## config.mk

```make
export PLATFORM = sky130hd
export DESIGN_NAME = mecobo_cmd_sequencer
export DESIGN_NICKNAME = d
export VERILOG_FILES = /design/src/rtl/mecobo_cmd_sequencer.sv
export SDC_FILE = /design/constraint.sdc
export NUM_CORES = 1
export LEC_CHECK = 0
export CAP_MARGIN = 20
export CORE_ASPECT_RATIO = 1.5
export CORE_MARGIN = 10
export CORE_UTILIZATION = 45
export DETAILED_ROUTE_END_ITERATION = 8
export GPL_ROUTABILITY_DRIVEN = 0
export GPL_TIMING_DRIVEN = 0
export HOLD_SLACK_MARGIN = 0.02
export PLACE_DENSITY = 0.89
export SETUP_SLACK_MARGIN = 0.3
export SLEW_MARGIN = 10
export SYNTH_ARGS = -nofsm -noshare
export SYNTH_HDL_FRONTEND = slang
export SYNTH_SLANG_ARGS = --single-unit
```

## constraint.sdc

```tcl
create_clock -name clk -period 3.6 [get_ports clk]
set_input_delay 0.72 -clock clk [delete_from_list [all_inputs] [get_ports clk]]
set_output_delay 0.72 -clock clk [all_outputs]
set_load 0.1 [all_outputs]
```

## src/rtl/mecobo_cmd_sequencer.sv

```systemverilog
// mecobo_cmd_sequencer
// Polls the instruction word in shared RAM, decodes it, fetches the payload
// words and hands them one at a time to the addressed pin controller over a
// valid/ready configuration bus. This block is the only master on its RAM port.
//
// Build option: define CMD_ACK_WRITEBACK_EN to have ACK overwrite the
// instruction word with 0x0000. Without it, the last executed word is
// remembered and a re-fetched identical word is treated as NOP.
module mecobo_cmd_sequencer #(
    parameter logic [20:0] INSTR_ADDR = 21'h000002
) (
    input  logic        clk,
    input  logic        reset,
    output logic [20:0] ram_addr,
    input  logic [15:0] ram_data_in,
    output logic [15:0] ram_data_out,
    output logic        ram_wr,
    output logic        ram_en,
    output logic [3:0]  cfg_pin,
    output logic [3:0]  cfg_idx,
    output logic [15:0] cfg_data,
    output logic        cfg_clear,
    output logic        cfg_valid,
    input  logic        cfg_ready,
    output logic        busy,
    output logic        err
);

    localparam logic [2:0] ST_IDLE      = 3'd0;
    localparam logic [2:0] ST_FETCH     = 3'd1;
    localparam logic [2:0] ST_DECODE    = 3'd2;
    localparam logic [2:0] ST_DATA_RD   = 3'd3;
    localparam logic [2:0] ST_DATA_WAIT = 3'd4;
    localparam logic [2:0] ST_CFG       = 3'd5;
    localparam logic [2:0] ST_ACK       = 3'd6;

    localparam logic [3:0] OP_NOP       = 4'd0;
    localparam logic [3:0] OP_PROGRAM   = 4'd1;
    localparam logic [3:0] OP_RESET_PIN = 4'd2;

    logic [2:0]  state_q;
    logic [2:0]  state_d;

    logic [3:0]  op_q;
    logic [3:0]  cnt_q;
    logic [3:0]  ctr_q;

    logic [3:0]  cfg_pin_q;
    logic [3:0]  cfg_idx_q;
    logic [15:0] cfg_data_q;
    logic        cfg_clear_q;
    logic        err_q;

    logic [3:0]  word_op;
    logic [3:0]  word_pin;
    logic [3:0]  word_cnt;
    logic        word_is_nop;
    logic        word_legal;
    logic        beat_done;
    logic        more_beats;
    logic [20:0] data_addr;

    assign word_op  = ram_data_in[15:12];
    assign word_pin = ram_data_in[11:8];
    assign word_cnt = ram_data_in[3:0];

`ifdef CMD_ACK_WRITEBACK_EN
    // The reserved field is never looked at when the word is consumed by ACK.
    logic unused_rsvd;
    assign unused_rsvd = ^ram_data_in[7:4];
    assign word_is_nop = (word_op == OP_NOP);
`else
    // Remembered copy of the last executed word; a re-fetched identical word
    // (including reserved bits) is treated as already done.
    logic [15:0] last_word_q;
    assign word_is_nop = (word_op == OP_NOP) || (ram_data_in == last_word_q);
`endif

    assign word_legal = (word_op == OP_PROGRAM) || (word_op == OP_RESET_PIN);
    assign beat_done  = (state_q == ST_CFG) && cfg_ready;
    assign more_beats = (op_q == OP_PROGRAM) && (ctr_q < cnt_q);
    assign data_addr  = INSTR_ADDR + 21'd1 + {17'd0, ctr_q};

    // Next-state selection for the command sequencing FSM.
    always_comb begin
        state_d = state_q;
        case (state_q)
            ST_IDLE:      state_d = ST_FETCH;
            ST_FETCH:     state_d = ST_DECODE;
            ST_DECODE: begin
                if (word_is_nop) begin
                    state_d = ST_IDLE;
                end else if (word_op == OP_PROGRAM) begin
                    state_d = ST_DATA_RD;
                end else if (word_op == OP_RESET_PIN) begin
                    state_d = ST_CFG;
                end else begin
                    state_d = ST_ACK;
                end
            end
            ST_DATA_RD:   state_d = ST_DATA_WAIT;
            ST_DATA_WAIT: state_d = ST_CFG;
            ST_CFG: begin
                if (cfg_ready) begin
                    state_d = more_beats ? ST_DATA_RD : ST_ACK;
                end
            end
            ST_ACK:       state_d = ST_IDLE;
            default:      state_d = ST_IDLE;
        endcase
    end

    // State register; reset aborts any command in flight immediately.
    always_ff @(posedge clk or negedge reset) begin
        if (!reset) begin
            state_q <= ST_IDLE;
        end else begin
            state_q <= state_d;
        end
    end

    // Latched command fields, beat counter and the held configuration beat.
    always_ff @(posedge clk or negedge reset) begin
        if (!reset) begin
            op_q        <= '0;
            cnt_q       <= '0;
            ctr_q       <= '0;
            cfg_pin_q   <= '0;
            cfg_idx_q   <= '0;
            cfg_data_q  <= '0;
            cfg_clear_q <= 1'b0;
            err_q       <= 1'b0;
        end else begin
            err_q <= 1'b0;
            case (state_q)
                ST_DECODE: begin
                    if (!word_is_nop) begin
                        op_q        <= word_op;
                        cnt_q       <= word_cnt;
                        ctr_q       <= '0;
                        cfg_pin_q   <= word_pin;
                        cfg_clear_q <= (word_op == OP_RESET_PIN);
                        err_q       <= !word_legal;
                        if (word_op == OP_RESET_PIN) begin
                            cfg_idx_q  <= '0;
                            cfg_data_q <= '0;
                        end
                    end
                end
                ST_DATA_WAIT: begin
                    cfg_data_q <= ram_data_in;
                    cfg_idx_q  <= ctr_q;
                end
                ST_CFG: begin
                    if (beat_done && more_beats) begin
                        ctr_q <= ctr_q + 4'd1;
                    end
                end
                default: ;
            endcase
        end
    end

`ifndef CMD_ACK_WRITEBACK_EN
    // Record every executed word at decode so the next poll skips it.
    always_ff @(posedge clk or negedge reset) begin
        if (!reset) begin
            last_word_q <= '0;
        end else if ((state_q == ST_DECODE) && !word_is_nop) begin
            last_word_q <= ram_data_in;
        end
    end
`endif

    // RAM port drive: instruction fetch, payload reads and optional ACK write.
    always_comb begin
        ram_en   = 1'b0;
        ram_wr   = 1'b0;
        ram_addr = INSTR_ADDR;
        case (state_q)
            ST_FETCH: begin
                ram_en = 1'b1;
            end
            ST_DATA_RD: begin
                ram_en   = 1'b1;
                ram_addr = data_addr;
            end
`ifdef CMD_ACK_WRITEBACK_EN
            ST_ACK: begin
                ram_en = 1'b1;
                ram_wr = 1'b1;
            end
`endif
            default: ;
        endcase
    end

    // The only write ever issued clears the instruction word, so write data is always zero.
    assign ram_data_out = '0;

    assign cfg_pin   = cfg_pin_q;
    assign cfg_idx   = cfg_idx_q;
    assign cfg_data  = cfg_data_q;
    assign cfg_clear = cfg_clear_q;
    assign cfg_valid = (state_q == ST_CFG);
    assign busy      = (state_q != ST_IDLE) && (state_q != ST_FETCH);
    assign err       = err_q;

endmodule

```

* After elaboration in Yosys (flattened, before gate mapping)
Cells that the tools add are included.
W data, S select, Z words.
** Cells by class
- Muxes and demuxes :: 19
- Equal/unequal tests :: 14
- Reductions and logical operators :: 18
- Bitwise logic cells :: 1
- Add/subtract/negate cells :: 2
- Order comparisons :: 1
** Operators by type and width (count)
- $mux W16 :: 2
- $pmux W16 S2 :: 1
- $pmux W3 S6 :: 1
- $eq A16 B16 Y1 :: 1
- $mux W4 :: 4
- $pmux W4 S2 :: 2
- $mux W3 :: 4
- $eq A4 B1 Y1 const B :: 2
- $eq A3 B2 Y1 const B :: 2
- $eq A3 B3 Y1 const B :: 2
- $reduce_and A3 Y1 :: 2
- $add A2 B4 Y5 const A :: 1
- $logic_and A1 B1 Y1 :: 5
- $mux W5 :: 1
- $add A4 B1 Y4 const B :: 1
- $eq A4 B2 Y1 const B :: 1
- $logic_not A4 Y1 :: 1
- $lt A4 B4 Y1 :: 1
- $ne A2 B1 Y1 const B :: 2
- $ne A2 B2 Y1 const B :: 2
- $reduce_bool A2 Y1 :: 2
- $eq A3 B1 Y1 const B :: 1
- $logic_not A3 Y1 :: 1
- $mux W1 :: 3
- other kinds (8) :: 10
** Word-level totals
- Bits of input ports :: 19
- Word-level logic and storage cells :: 65
- Output and inout bits :: 67
- Register bits :: 57

* Logic depth before layout (Yosys ltp)
Gate-level depths: netlist of the first run.
- Word-level depth :: 5
- Mapped depth :: 8
- Depth with buffers taken out :: 6

* Worst setup path before layout of the first run
No wires, ideal clock.
- Path type :: flip-flop to output port
- Start :: register state_q[2]
- End :: output ram_addr[4]
- Slack :: -781 ps
- Path buffers :: 0
- Data required time :: 2880 ps
- Stages on the path, launching flop included :: 4
- Data arrival time :: 3661 ps
- Cell sequence :: dfrtp_1 > and2b_1 > nand2_1 > nor4bb_1
** On the way
- Word-level cells in the longest chain between the ends :: 2
** Ends and longest elaborated chain
- start, declared :: RTL line 41 : logic [2:0] state_q;
- start signal, assigned :: RTL line 118 : state_q <= state_d;
- $eq A3 B2 Y1 :: RTL line 180 : case (state_q)
- $mux W5 :: RTL line 180
- end, declared :: RTL line 14 : output logic [20:0] ram_addr,
Every way passes these cells.

* Worst setup path after layout of the first run
- Start :: register ctr_q[0]
- End :: output ram_addr[1]
** On the way
- Word-level cells in the longest chain between the ends :: 2
** Ends and longest elaborated chain
- start, declared :: RTL line 46 : logic [3:0] ctr_q;
- start signal, assigned :: RTL line 156 : ctr_q <= ctr_q + 4'd1;
- $add A2 B4 Y5 :: RTL line 82 : assign data_addr = INSTR_ADDR + 21'd1 + {17'd0, ctr_q};
- $mux W5 :: RTL line 180
Every way passes these cells.

==> key figures, run 1 <==
STA
  • RSZ-0062 raised after global routing: no
  • Fin. max-slew vios: 0
  • Slew HR: 33.6%
  • Final Hold Fails: 0
  • Final Cycle Share: 87.8%
  • Layout Skew: 11.8 ps
  • Setup_tns: 0 ps
  • Worst-Margin Slew: 992 ps
  • Setup Viol. Count Final: 0
  • Fmax: 316 MHz
  • Fin crit period: 3160 ps

Clock network
  • Clock Latency Late Sink: 300 ps
  • Clk slew on worst S/H paths: 90 ps
  • CTS buffer count: 5
  • Bufs on Longest Clock Path: 2
  • TritonCTS clock tree: built
  • CTS Sinks: 45
  • Post-CTS setup-driven buffer insertion count: 0
  • Root buf cell: clkbuf_8
  • CTS H-Tree Depth: 2

Logic synthesis
  • Synth Area in Adders: 2.44%
  • #FFs+latches synth: 45
  • Synth warn: 0
  • Mean Syn Cell Area: 9.87 sq um
  • Synth Area in XOR/XNOR: 6.49%
  • Synth Flop Type: dfrtp_1
  • Synth unique cells: 41
  • Cell Area, Synth: 2560 sq um
  • Compound-gate portion of the synthesized area: 10.1%
  • Multiplexer area fraction after synthesis: 8.00%
  • Synth top area cells: dfrtp_1 (44%), buf_4 (11%), nand2_1 (6.6%), xnor2_1 (5.5%), a21oi_1 (4.5%)
  • Asr flop ratio synth: 100%
  • Post-synth EDFFs: 0
  • Top cell type's share of synthesized area: 43.9%
  • Synth top cells by count: dfrtp_1 (45), nand2_1 (45), buf_4 (37)
  • Post-Synth Simple-Gate Area: 13.9%
  • Largest area contributor in the synthesized netlist: dfrtp_1
  • Register area share after synthesis: 43.9%
  • Combinational family with the most area after synthesis: buffers and inverters
  • Cells after synthesis: 260

Drt
  • Total number of vias: 1,972
  • First DRT Iteration DRCs: 140
  • Vias per cell: 4.70
  • WL per Instance: 14.9 um
  • Final WL: 6240 um
  • # DRC: 0
  • Pre-Repair DR Iteration Count: 4
  • Detail Route Antenna Nets: 0

Die
  • Core footprint: 5490 sq um
  • Initial Utilization: 46.7%
  • Die Y-Extent: 112 um
  • Num rows: 33
  • Die W: 81.6 um
  • I/O pin cnt: 86
  • Die ar.: 9180 sq um

Setup path
  • Critical path arrival: 2440 ps
  • Worst R2R Path Depth: 7
  • Data required time at the worst endpoint: 2880 ps
  • Crit path launch type: flip-flop
  • Setup slack, reg-to-reg: 1410 ps
  • Setup Crit Path Kind: flip-flop to output port
  • Crit path capture type: output port
  • Worst reg2reg path startpoint: cfg_pin[2]
  • Reg2reg end: cfg_pin[1]
  • Crit-path max FO: 9

Finish
  • Post-route cell area: 3390 sq um
  • Fill cells: 479
  • NumNets Final: 374
  • Layout cell share with drive strength beyond 1: 20.6%
  • # diodes: 0
  • Area Overhead vs Synth: 32.2%

Run status
  • Status: complete, no violations

Job
  • Max Cap Violations: 0

Global routing
  • First-pass GRT wire length: 10,100 um
  • GRT Util Overall: 13.7%
  • Gr ovfl total: 0
  • Initial antenna violation count: 0
  • Largest net degree at the start of global routing: 35
  • Via count of the first global-routing pass: 2,048

Placed design
  • Area after DPL: 3300 sq um
  • DP Wirelength: 4960 um
  • PortBufs: 50

Min path
  • Worst Hold Class: input port to async pin
==> how the worst max path moves through the flow <==
| stage | start | cells past startpoint | slack [ps] | endpoint |
|---|---|---|---|---|
| floorplan | state_q[1] | 5 | 690 | ctr_q[2] |
| global placement | state_q[2] | 4 | 630 | ram_addr[4] |
| detailed placement | state_q[2] | 4 | 580 | ram_addr[4] |
| CTS | ctr_q[0] | 5 | 310 | ram_addr[2] |
| global route | state_q[2] | 4 | 320 | ram_addr[0] |
| finish | ctr_q[0] | 4 | 440 | ram_addr[1] |
==> worst max-delay path: stages, from the launching register on <==
cell and delay (ps):
dfrtp_1 530, inv_1 80, ha_1 310, nand3_1 80, clkdlybuf4s50_1 1140
==> routing by layer <==
metal	track usage, %	part of all wire, %	wire length (um)	up-vias
met3	4.55	9.2	574	8
li1	-	-	-	970
met2	24.6	52	3260	70
met4	4.21	1.4	90	0
met1	14.5	37	2320	924
met5	0	0	0	-
==> cell type report <==
type	count	area [sq um]	area share (%)
clock buffers	7	86.3	2.55
flip-flops and latches	45	1130	33.2
inverters	10	37.5	1.11
repair buffers	51	517	15.2
multi-input cells	190	1190	35.1
well taps	70	87.6	2.58
plain buffers	47	348	10.3
==> per-stage QoR <==
step                worst slack, ps  utilization, %  hold WS, ps  cells
CTS                             310            61.7          295    420
finish                          439            61.7          286    420
global placement                632            59.9          509    412
floorplan                       689               -          424    292
global route                    315            61.7          310    420
detailed placement              580            60.2          505    413
==> layout by cell type (no fill, tap or decap), drive strengths merged, types with 4 or more instances in the layout <==
master | Yosys | final
clkdlybuf4s50 | 0 | 47
buf | 40 | 42
o21ai | 4 | 4
mux2 | 15 | 15
a21oi | 23 | 23
dfrtp | 45 | 45
clkbuf | 7 | 14
inv | 10 | 10
ha | 5 | 5
nand4 | 4 | 4
nor3 | 4 | 4
conb | 1 | 33
nand2 | 45 | 45
nor2 | 9 | 9
xnor2 | 16 | 16
==> sequential cells by signal, summed over array words and instances, names as in the netlist <==
register,count
cnt_q,3
state_q,3
ctr_q,4
last_word_q,6
cfg_data,16
err,1
cfg_clear,1
op_q,4
cfg_pin,3
cfg_idx,4
==> cells by family (layout without fill, tap and decap cells) <==
family	count (synthesis)	after routing
and+or+nand+nor	76	76
buffers and inverters	57	115
DFF	45	45
AOI/OAI and AO/OA	41	41
xor gates and xnor gates	19	19
muxes	16	16
adders and majority gates	5	5
other	1	33
==> repair_timing <==
action / in CTS / in global routing
resized for setup: 1 / 1
setup endpoints to repair: 1 / 1
hold buffers: 0 / 0
pin swaps: 0 / 0
Power of run 1 is not shown: default switching activity piles up to over one toggle a cycle in this logic, so the estimate is an artifact.
==> run 2: changes to the inputs <==
--- a/config.mk
+++ b/config.mk
@@ -5,6 +5,7 @@
 export SDC_FILE = /design/constraint.sdc
 export NUM_CORES = 1
 export LEC_CHECK = 0
+export ABC_AREA = 1
 export CAP_MARGIN = 20
 export CORE_ASPECT_RATIO = 1.5
 export CORE_MARGIN = 10
@@ -13,7 +14,7 @@
 export GPL_ROUTABILITY_DRIVEN = 0
 export GPL_TIMING_DRIVEN = 0
 export HOLD_SLACK_MARGIN = 0.02
-export PLACE_DENSITY = 0.89
+export PLACE_DENSITY = 0.88
 export SETUP_SLACK_MARGIN = 0.3
 export SLEW_MARGIN = 10
 export SYNTH_ARGS = -nofsm -noshare
==> run 2 against run 1 <==
Compared with the run above:
- die area up 5.6%
- critical path type unchanged
- largest cell class unchanged
- maximum frequency up 1.8%
- register-to-register slack better by 490 ps
- via count up 28%
- global-route usage up 0.65 points
- area after synthesis up 7.1%
- first-iteration DRC count up 7.1%
- critical path depth up 3
- wire length up 10%
- highest routed layer unchanged
- synthesized cell count up 50%
- sequential cell count unchanged
- critical endpoint is now ram_addr[2]
- core utilization down 0.28 points
==> key figures, run 2 <==
Setup path
  • Setup slack, reg-to-reg: 1900 ps (was 1410 ps)
  • Critical path launch point: ctr_q[0] (unchanged)
  • Setup Crit Path Kind: flip-flop to output port (unchanged)
  • Crit path launch type: flip-flop (unchanged)
  • Crit path capture type: output port (unchanged)
  • Buf/Inv on CP: 4 (was 2)
  • Critical Path Stages: 7 (was 4)
  • Setup crit end: ram_addr[2] (was ram_addr[1])
  • Cells along the critical path: clkbuf_1, inv_1, ha_1, inv_1, o21ai_0, a21oi_1, dlygate4sd2_1 (was inv_1, ha_1, nand3_1, clkdlybuf4s50_1)
  • Reg2reg end: ctr_q[0] (was cfg_pin[1])
  • Crit-path max FO: 8 (was 9)
  • Cell mode on critical path: inv_1
  • Kind of cell adding the most delay to the critical path: buffers and inverters (unchanged)
  • Worst reg2reg path startpoint: ctr_q[3] (was cfg_pin[2])
  • Data required time at the worst endpoint: 2880 ps (about the same)
  • Critical path arrival: 2380 ps (was 2440 ps)
  • Worst R2R Path Depth: 7 (unchanged)
  • Worst path slowest cell: dlygate4sd2_1 (was clkdlybuf4s50_1)
  • Largest stage delay, worst path: 870 ps (was 1140 ps)

Global routing
  • GRT Util Overall: 14.4% (was 13.7%)
  • Met3 Use GR: 4.07% (was 4.55%)
  • Met1 usage in global routing: 14.1% (was 14.5%)
  • GRT met2 Usage: 27.3% (was 24.6%)
  • Gr ovfl total: 0 (unchanged)
  • First-pass GRT wire length: 11,700 um (was 10,100 um)
  • Initial antenna violation count: 0 (unchanged)
  • Most Crowded Layer GR: met2 (unchanged)
  • Largest net degree at the start of global routing: 26 (was 35)
  • Via count of the first global-routing pass: 2,509 (was 2,048)

Logic synthesis
  • Post-synth EDFFs: 0 (unchanged)
  • Synth warn: 0 (unchanged)
  • Register area share after synthesis: 41.0% (was 43.9%)
  • Synth unique cells: 26 (was 41)
  • Mean Syn Cell Area: 7.04 sq um (was 9.87 sq um)
  • Synth top area cells: dfrtp_1 (41%), nand2_1 (22%), buf_4 (10%), inv_1 (5.7%), nand3_1 (5.3%) (was dfrtp_1 (44%), buf_4 (11%), nand2_1 (6.6%), xnor2_1 (5.5%), a21oi_1 (4.5%))
  • Top cell type's share of synthesized area: 41.0% (was 43.9%)
  • Cell Area, Synth: 2750 sq um (was 2560 sq um)
  • #FFs+latches synth: 45 (unchanged)
  • Top-count cell post-synth: nand2_1
  • Asr flop ratio synth: 100% (unchanged)
  • Synth Flop Type: dfrtp_1 (unchanged)
  • Largest area contributor in the synthesized netlist: dfrtp_1 (unchanged)
  • Cells after synthesis: 390 (was 260)
  • Synth top cells by count: nand2_1 (164), dfrtp_1 (45), inv_1 (42) (was dfrtp_1 (45), nand2_1 (45), buf_4 (37))

Die
  • Die ar.: 9690 sq um (was 9180 sq um)
  • Core footprint: 5870 sq um (was 5490 sq um)
  • Die Y-Extent: 116 um (was 112 um)
  • Initial Utilization: 46.8% (was 46.7%)
  • Num rows: 34 (was 33)
  • I/O pin cnt: 86 (unchanged)
  • Die W: 83.8 um (was 81.6 um)

Pwr
  • Leakage: 2.06 nW
  • Power Density: 978 nW/um^2
  • Max IR drop VDD: 0.733 mV

Clock network
  • Cts hold-fix bufs: 0 (unchanged)
  • Post-CTS Resized: 5 (was 1)
  • Clk slew on worst S/H paths: 90 ps (about the same)
  • CTS buffer count: 5 (unchanged)
  • Clock Latency Late Sink: 310 ps (was 300 ps)
  • Post-CTS setup-driven buffer insertion count: 0 (unchanged)
  • CTS H-Tree Depth: 2 (unchanged)
  • CTS Sinks: 45 (unchanged)
  • Root buf cell: clkbuf_8 (unchanged)
  • TritonCTS clock tree: built (unchanged)
  • Bufs on Longest Clock Path: 2 (unchanged)

Drt
  • WL per Instance: 12.4 um (was 14.9 um)
  • Detail Route Antenna Nets: 0 (unchanged)
  • First DRT Iteration DRCs: 150 (was 140)
  • Vias per cell: 4.53 (was 4.70)
  • # DRC: 0 (unchanged)
  • Total number of vias: 2,516 (was 1,972)
  • Final WL: 6880 um (was 6240 um)
  • Pre-Repair DR Iteration Count: 4 (unchanged)

STA
  • Layout Skew: 13.1 ps (was 11.8 ps)
  • Fmax: 322 MHz (was 316 MHz)
  • Setup Viol. Count Final: 0 (unchanged)
  • Setup_tns: 0 ps (unchanged)
  • Fin. max-slew vios: 0 (unchanged)
  • Fin crit period: 3100 ps (was 3160 ps)
  • Slew HR: 33.7% (was 33.6%)
  • Worst-Margin Slew: 991 ps (was 992 ps)
  • Final Hold Fails: 0 (unchanged)
  • Final Cycle Share: 86.2% (was 87.8%)
  • Hold_ws: 364 ps (was 286 ps)
  • RSZ-0062 raised after global routing: no (unchanged)

Finish
  • Max FFs per register: 16 (unchanged)
  • Layout cell share with drive strength beyond 1: 13.5% (was 20.6%)
  • Footprint of the multi-input gates: 1220 sq um (was 1190 sq um)
  • Area Overhead vs Synth: 31.4% (was 32.2%)
  • # diodes: 0 (unchanged)
  • NumNets Final: 506 (was 374)
  • Fill cells: 530 (was 479)
  • Register Area: 1130 sq um (unchanged)
  • Most common cell after layout, fill and taps aside: nand2_1 (was clkdlybuf4s50_1)
  • Highest-count cells in the layout ignoring fill and taps: nand2_1 (164), dfrtp_1 (45), clkdlybuf4s50_1 (45), inv_1 (42), buf_4 (37) (was clkdlybuf4s50_1 (47), nand2_1 (45), dfrtp_1 (45), buf_4 (37), conb_1 (33))

Job
  • Max Cap Violations: 0 (unchanged)

Placed design
  • DP Wirelength: 5530 um (was 4960 um)
  • PortBufs: 52 (was 50)

Run status
  • Status: complete, no violations (unchanged)

Min path
  • Worst Hold Class: input port to async pin (unchanged)
==> run 2: cell types whose count changed in the layout (fill, tap and decap cells not counted), sizes merged, moves of 4 or more <==
cell         delta
a21oi          -19
inv            +37
nand3          +26
mux2           -15
nand2         +123
xnor2          -15
nor2           +20
dlygate4sd2     +4
==> run 2: through the flow <==
step / cell area, sq um / total power [mW] / util, % / std cells / setup WS (ps)
2_1_floorplan: 2870 / 2.64 / - / 422 / 479
3_3_place_gp: 3480 / 3.09 / 59.2 / 546 / 568
3_5_place_dp: 3490 / 3.15 / 59.5 / 547 / 533
4_1_cts: 3610 / 3.55 / 61.4 / 555 / 317
5_1_grt: 3610 / 3.75 / 61.5 / 555 / 353
6_report: 3610 / 3.53 / 61.5 / 555 / 496
==> run 2: report_power, final <==
part	internal [mW]	total [mW]	switching, mW
registers	0.706	0.843	0.137
clock network	0.226	0.405	0.180
logic	0.552	2.28	1.73
total	1.48	3.53	2.04
==> run 2: cells by family after synthesis <==
logic type / Yosys count / synth area share, %
AOI/OAI and AO/OA: 11 / 2.28
xor gates and xnor gates: 3 / 0.957
adders and majority gates: 5 / 2.28
buffers and inverters: 94 / 18.8
DFF: 45 / 41.0
other: 1 / 0.137
and+or+nand+nor: 231 / 34.5
==> run 2: worst min path at each step <==
stage                start               to  slack (ps)  cells after the start
4_1_cts              reset          op_q[0]         380                      1
2_1_floorplan        reset        cfg_clear         420                      0
6_report             reset       state_q[0]         360                      1
3_3_place_gp   cfg_data[4]      cfg_data[4]         450                      2
3_5_place_dp    cfg_idx[1]       cfg_idx[1]         460                      2
5_1_grt              reset  last_word_q[11]         400                      1
==> run 2: cell type report <==
class                      instances  share of cell area [%]
clock inverter                     2                    1.04
buffer                            47                    9.43
sequential                        45                    31.2
tap                               72                    2.50
inverter                          47                    4.89
multi-input combinational        283                    33.9
timing repair buffer              53                    14.7
clock buffer                       6                    2.29
==> run 2: layer usage <==
layer | part of all wire (%) | up-vias
met3 | 6.6 | 10
met2 | 53 | 76
met5 | 0 | -
met1 | 38 | 1145
met4 | 2.1 | 0
li1 | - | 1285
Power figures use the tool's default switching activity.
